==> config.mk <==
export PLATFORM = sky130hd
export DESIGN_NAME = nrd_div_ctrl
export DESIGN_NICKNAME = d
export VERILOG_FILES = /design/src/rtl/nrd_pkg.sv /design/src/rtl/nrd_step.sv /design/src/rtl/nrd_div_ctrl.sv
export SDC_FILE = /design/constraint.sdc
export NUM_CORES = 1
export LEC_CHECK = 0
export CORE_ASPECT_RATIO = 1.75
export CORE_MARGIN = 2
export CORE_UTILIZATION = 28
export DETAILED_ROUTE_END_ITERATION = 7
export PLACE_DENSITY = 0.53
export RECOVER_POWER = 25
export SYNTH_ARGS = -nofsm -noshare
export SYNTH_HDL_FRONTEND = slang
export SYNTH_HIERARCHICAL = 1
export SYNTH_SLANG_ARGS = --single-unit
==> constraint.sdc <==
create_clock -name clk -period 3.7 [get_ports clk]
set_clock_uncertainty 0.05 [all_clocks]
set_input_delay 0.74 -clock clk [delete_from_list [all_inputs] [get_ports clk]]
set_output_delay 0.74 -clock clk [all_outputs]
set_load 0.02 [all_outputs]
==> src/rtl/nrd_pkg.sv <==
// Shared types and helpers for the non-restoring divider controller.
// Signed operation is enabled with NRD_SIGNED_DIV_EN.
package nrd_pkg;

    localparam int STATE_W = 2;

    typedef enum logic [STATE_W-1:0] {
        IDLE = 2'd0,
        ITER = 2'd1,
        FIX  = 2'd2,
        DONE = 2'd3
    } state_t;

    function automatic int cnt_width(input int w);
        return $clog2(w + 1);
    endfunction

endpackage

==> src/rtl/nrd_step.sv <==
// One non-restoring division iteration: shift A:Q left,
// add or subtract M by the old A sign, then set the quotient bit.
module nrd_step #(
    parameter int WIDTH = 8
) (
    input  logic [WIDTH:0]   a,
    input  logic [WIDTH-1:0] q,
    input  logic [WIDTH:0]   m,
    output logic [WIDTH:0]   a_next,
    output logic [WIDTH-1:0] q_next
);

    logic [WIDTH:0] a_sh;

    assign a_sh   = {a[WIDTH-1:0], q[WIDTH-1]};
    assign a_next = a[WIDTH] ? (a_sh + m) : (a_sh - m);
    assign q_next = {q[WIDTH-2:0], ~a_next[WIDTH]};

endmodule

==> src/rtl/nrd_div_ctrl.sv <==
// Non-restoring division sequencer with start/done handshake.
// Define NRD_SIGNED_DIV_EN for two's-complement operands.
module nrd_div_ctrl
    import nrd_pkg::*;
#(
    parameter int WIDTH = 8
) (
    input  logic             clk,
    input  logic             rst,
    input  logic             start,
    input  logic [WIDTH-1:0] dividend,
    input  logic [WIDTH-1:0] divisor,
    output logic             busy,
    output logic             done,
    output logic [WIDTH-1:0] quotient,
    output logic [WIDTH-1:0] remainder,
    output logic             div_zero
);

    localparam int CNT_W = cnt_width(WIDTH);

    state_t           state;
    logic [WIDTH:0]   a;
    logic [WIDTH:0]   m;
    logic [WIDTH-1:0] q;
    logic [CNT_W-1:0] cnt;
    logic [WIDTH:0]   a_nx;
    logic [WIDTH-1:0] q_nx;
    logic [WIDTH:0]   a_fix;
    logic [WIDTH-1:0] q_out;
    logic [WIDTH-1:0] r_out;
    logic [WIDTH-1:0] dd_in;
    logic [WIDTH-1:0] dv_in;

    nrd_step #(.WIDTH(WIDTH)) u_step (
        .a      (a),
        .q      (q),
        .m      (m),
        .a_next (a_nx),
        .q_next (q_nx)
    );

    // Final restore step when the partial remainder ended negative
    assign a_fix = a[WIDTH] ? (a + m) : a;

`ifdef NRD_SIGNED_DIV_EN
    logic q_neg;
    logic r_neg;

    assign dd_in = dividend[WIDTH-1] ? (~dividend + 1'b1) : dividend;
    assign dv_in = divisor[WIDTH-1] ? (~divisor + 1'b1) : divisor;
    assign q_out = q_neg ? (~q + 1'b1) : q;
    assign r_out = r_neg ? (~a_fix[WIDTH-1:0] + 1'b1)
                         : a_fix[WIDTH-1:0];

    always_ff @(posedge clk or negedge rst) begin
        if (!rst) begin
            q_neg <= 1'b0;
            r_neg <= 1'b0;
        end else if (state == IDLE && start) begin
            q_neg <= dividend[WIDTH-1] ^ divisor[WIDTH-1];
            r_neg <= dividend[WIDTH-1];
        end
    end
`else
    assign dd_in = dividend;
    assign dv_in = divisor;
    assign q_out = q;
    assign r_out = a_fix[WIDTH-1:0];
`endif

    always_ff @(posedge clk or negedge rst) begin
        if (!rst) begin
            state     <= IDLE;
            busy      <= 1'b0;
            done      <= 1'b0;
            div_zero  <= 1'b0;
            quotient  <= '0;
            remainder <= '0;
            a         <= '0;
            q         <= '0;
            m         <= '0;
            cnt       <= '0;
        end else begin
            done <= 1'b0;
            case (state)
                IDLE: begin
                    if (start) begin
                        if (divisor == '0) begin
                            quotient  <= '1;
                            remainder <= dividend;
                            div_zero  <= 1'b1;
                            state     <= DONE;
                        end else begin
                            a     <= '0;
                            q     <= dd_in;
                            m     <= {1'b0, dv_in};
                            cnt   <= CNT_W'(WIDTH);
                            busy  <= 1'b1;
                            state <= ITER;
                        end
                    end
                end
                ITER: begin
                    a   <= a_nx;
                    q   <= q_nx;
                    cnt <= cnt - CNT_W'(1);
                    if (cnt == CNT_W'(1)) state <= FIX;
                end
                FIX: begin
                    a         <= a_fix;
                    quotient  <= q_out;
                    remainder <= r_out;
                    div_zero  <= 1'b0;
                    busy      <= 1'b0;
                    state     <= DONE;
                end
                DONE: begin
                    done  <= 1'b1;
                    busy  <= 1'b0;
                    state <= IDLE;
                end
                default: state <= IDLE;
            endcase
        end
    end

endmodule

==> summary.md <==
| Metric | Value |
|---|---|
| Root Buffer | `clkbuf_16` |
| Slew Limit Fails | `28` |
| Post-Syn Area | `around 3400 µm²` |
| Global Route Usage Sum | `approximately 14%` |
| Post-synthesis register bit count | `50` |
| Required time at the worst-slack endpoint | `around 3.8 ns` |
| Yosys warning count | `6` |
| Most Crowded Layer GR | `met2` |
| Fin area | `~4000 µm²` |
| Flop pwr share | `roughly a quarter` |
| Compound-cell area share of the yosys netlist | `21.00%` |
| Post-CTS Hold Fix Bufs | `0` |
| Final Hold Viols | `0` |
| WS Path Type | `reg2reg` |
| Largest net degree at the start of global routing | `28` |
| Dpl hpwl | `just under 7000 µm` |
| CP Launch Point | `m[0]` |
| Depth of the CTS H-tree | `2` |
| Final Cycle Share | `approximately 80%` |
| Total routed wirelength | `a little under 9000 µm` |
| Outcome | `finished, violations left` |
| Gate power share | `61.4%` |
| Simple logic cell fraction of the synthesized area | `16.89%` |
| N_diodes | `0` |
| Crit. End Element | `flip-flop` |
| Top_reg_cell synth | `dfrtp_1` |
| CP Data Arrival Time | `roughly 3.0 ns` |
| GR Util met3 | `1.716%` |
| Asr flop ratio synth | `100.0%` |
| Slowest stage delay, CP | `0.50 ns` |
| Gate Count Post-Synth | `between 300 and 400` |
| Syn avg cell area | `~9 µm²` |
| 1st-pass router iterations | `4` |
| Largest family of logic cells by synthesized area | `compound AO/OA/AOI/OAI gates` |
| Port bufs | `37` |
| Die area | `12,990 µm²` |
| Met1 Use GR | `around 16%` |
| Number of global-route vias before repair | `roughly 2,800` |
| Die H | `between 100 and 150 µm` |
| Most frequent cells in the layout | `61 x nand2_1, 50 x dfrtp_1, 36 x clkdlybuf4s50_1` |
| HP Class | `reg2reg` |
| Core ar. | `roughly 12,000 µm²` |
| Utilization after layout | `between 30% and 40%` |
| Internal power | `slightly above 2 mW` |
| Critical path's slowest cell | `dfrtp_1` |
| Met2 Track Usage GR | `around 27%` |
| Pwr/cell area | `between 900 and 1000 nW/µm²` |
| Die Width | `between 80 and 90 µm` |
| Setup-failing EPs final | `0` |
| GPL Wtd Cong | `0.8873` |
| Hold path start | `div_zero` |
| RSZ-0062 raised after global routing | `false` |
| Slew headroom | `-1.477%` |
| CP startpoint kind | `flip-flop` |
| Clock latency on the worst-skew pair | `roughly 0.29 ns` |
| Initial antenna violation count | `0` |
| Setup bufs post-CTS | `0` |
| Antenna Nets Post-Route | `0` |
| Sequential-to-total area share from yosys stat | `between 30% and 40%` |
| Worst VDD drop | `0.2681 mV` |
| Area leader, netlist | `dfrtp_1` |
| Clock transition at the registers of the reported paths | `approximately 0.070 ns` |
| # Max-Cap Violations | `1` |
| Post-synthesis mux area share | `~4.6%` |
| Clk sinks | `50` |
| Clock Path Buffers | `2` |
| CTS tree | `yes` |
| Leak | `1.697 nW` |
| First-pass GRT wire length | `between 10,000 and 15,000 µm` |
| Most common cell after layout, fill and taps aside | `nand2_1` |
| # resized after CTS | `0` |
| Delay-heaviest family, CP | `compound AO/OA/AOI/OAI gates` |
| Sw power | `1.787 mW` |
| Number of flops mapped to enable cells by yosys | `0` |
| Wire per inst | `between 15 and 20 µm` |
| Number of distinct library cells after synthesis | `just under 60` |
| # rows | `53` |
| Slew @ Worst Pin | `approximately 1.5 ns` |
| Reg-to-reg startpoint | `m[0]` |
| Synthesized Nets | `422` |
| Final worst path period need | `around 2.9 ns` |
| Final setup TNS | `0 ns` |
| DRC Markers | `0` |
| FMAX | `around 350 MHz` |
| Num ports | `38` |
| Total number of vias | `2,717` |
| Critical path buffers and inverters | `1` |
| Adder-cell share of the synthesized area | `about a tenth` |
| Clock group share of total power | `12.3%` |
| Area Overhead vs Synth | `18.11%` |
| Global route overflow | `0` |
| Yosys top cell area share | `between 30% and 40%` |
| TritonCTS Buffers | `5` |
| WHS | `0.4470 ns` |
| Starting DRT DRC Count | `about 120` |
| Worst setup margin | `roughly 0.82 ns` |
| DP Area | `between 3000 and 4000 µm²` |
| XOR/XNOR Fraction of Synth Area | `roughly 3.9%` |
| Failing checks | `max-capacitance violations, max-slew violations` |
| Nets@finish | `~450` |
| Vias per inst | `approximately 5.0` |
| Switching share of power | `46.52%` |
| Crit path cell chain | `inv_1 -> ha_1 -> mux2_2 -> ha_1 -> a211oi_1 -> nor2_1 -> o21ai_0 -> nor2b_1 -> xnor2_1 -> a211oi_1 -> o21ai_0` |
| Starting density of the core | `between 20 and 30%` |
| Top post-synthesis cells by area | `dfrtp_1 37%, ha_1 8.9%, nand2_1 6.8%` |
| CP Max Fanout | `6` |
| Share of post-route cells with drive strength above 1 | `8.088%` |
| Pre-CTS setup slack | `approximately 0.8 ns` |
power by group through the flow:
stage | sequential, mW | combinational, mW | clock, mW
after floorplan | 1.06 | 1.66 | 0
after global routing | 1.05 | 2.62 | 0.506
after detailed placement | 1.03 | 2.36 | 0
final | 1.01 | 2.36 | 0.471
after CTS | 1.02 | 2.38 | 0.489
after global placement | 1.02 | 2.33 | 0
synthesized netlist by cell type (2+ instances only):
library cell	number
nor4_2	2
nor2_1	28
nand3_1	5
o21a_1	2
ha_1	24
a21boi_0	2
a22o_1	2
xor2_1	7
buf_4	8
clkbuf_1	5
a221o_1	2
a21oi_1	15
o21ai_0	32
nand2_1	61
nor3_1	5
dfrtp_1	50
buf_1	2
a21oi_2	3
a211oi_1	8
a21o_1	4
a32o_1	2
a2bb2oi_1	2
mux2_2	3
inv_1	24
o22ai_1	2
a31oi_1	11
fa_1	2
buf_2	6
o211ai_1	3
xnor2_1	8
nand3b_1	5
nor2b_1	2
nand4_1	3
mux2i_1	12
metrics by stage:
stage | instances | power (mW)
floorplan | 377 | 2.722
global placement | 537 | 3.347
detailed placement | 537 | 3.390
CTS | 545 | 3.881
global route | 545 | 4.178
finish | 545 | 3.842
per-layer routing:
layer / routed length (µm) / vias to the layer above
li1: - / 1378
met1: 3548 / 1290
met2: 4884 / 41
met3: 210 / 8
met4: 174 / 0
met5: 0 / -
final timing paths:
kind                             to  slack (ns)  depth (start not counted)
max in group asynchronous      q[0]        0.88                          2
hold reg to reg            div_zero        0.45                          1
min in group asynchronous      a[4]        0.69                          1
setup / recovery               a[5]        0.82                         11
setup reg to reg               a[5]        0.82                         11
hold / removal             div_zero        0.45                          1
cell type report:
| class | count | area (µm²) |
|---|---|---|
| Sequential cell | 50 | 1251 |
| Clock buffer | 7 | 142.6 |
| Inverter | 24 | 90.09 |
| Clock inverter | 1 | 5.005 |
| Fill cell | 1209 | 7880 |
| Multi-Input combinational cell | 281 | 1909 |
| Tap cell | 137 | 171.4 |
| Timing Repair Buffer | 45 | 420.4 |
flip-flops by register name, summed over array words and instances, names as in the netlist:
register   count
m              8
a              9
q              8
div_zero       1
state          2
remainder      8
cnt            4
quotient       8
done           1
busy           1
kinds of logic after synthesis:
logic type                 count (synthesis)
and+or+nand+nor                          121
adders and majority gates                 26
DFF                                       50
other                                      1
muxes                                     15
buffers and inverters                     46
xor gates and xnor gates                  15
AOI/OAI and AO/OA                        103
Power figures use the tool's default switching activity.
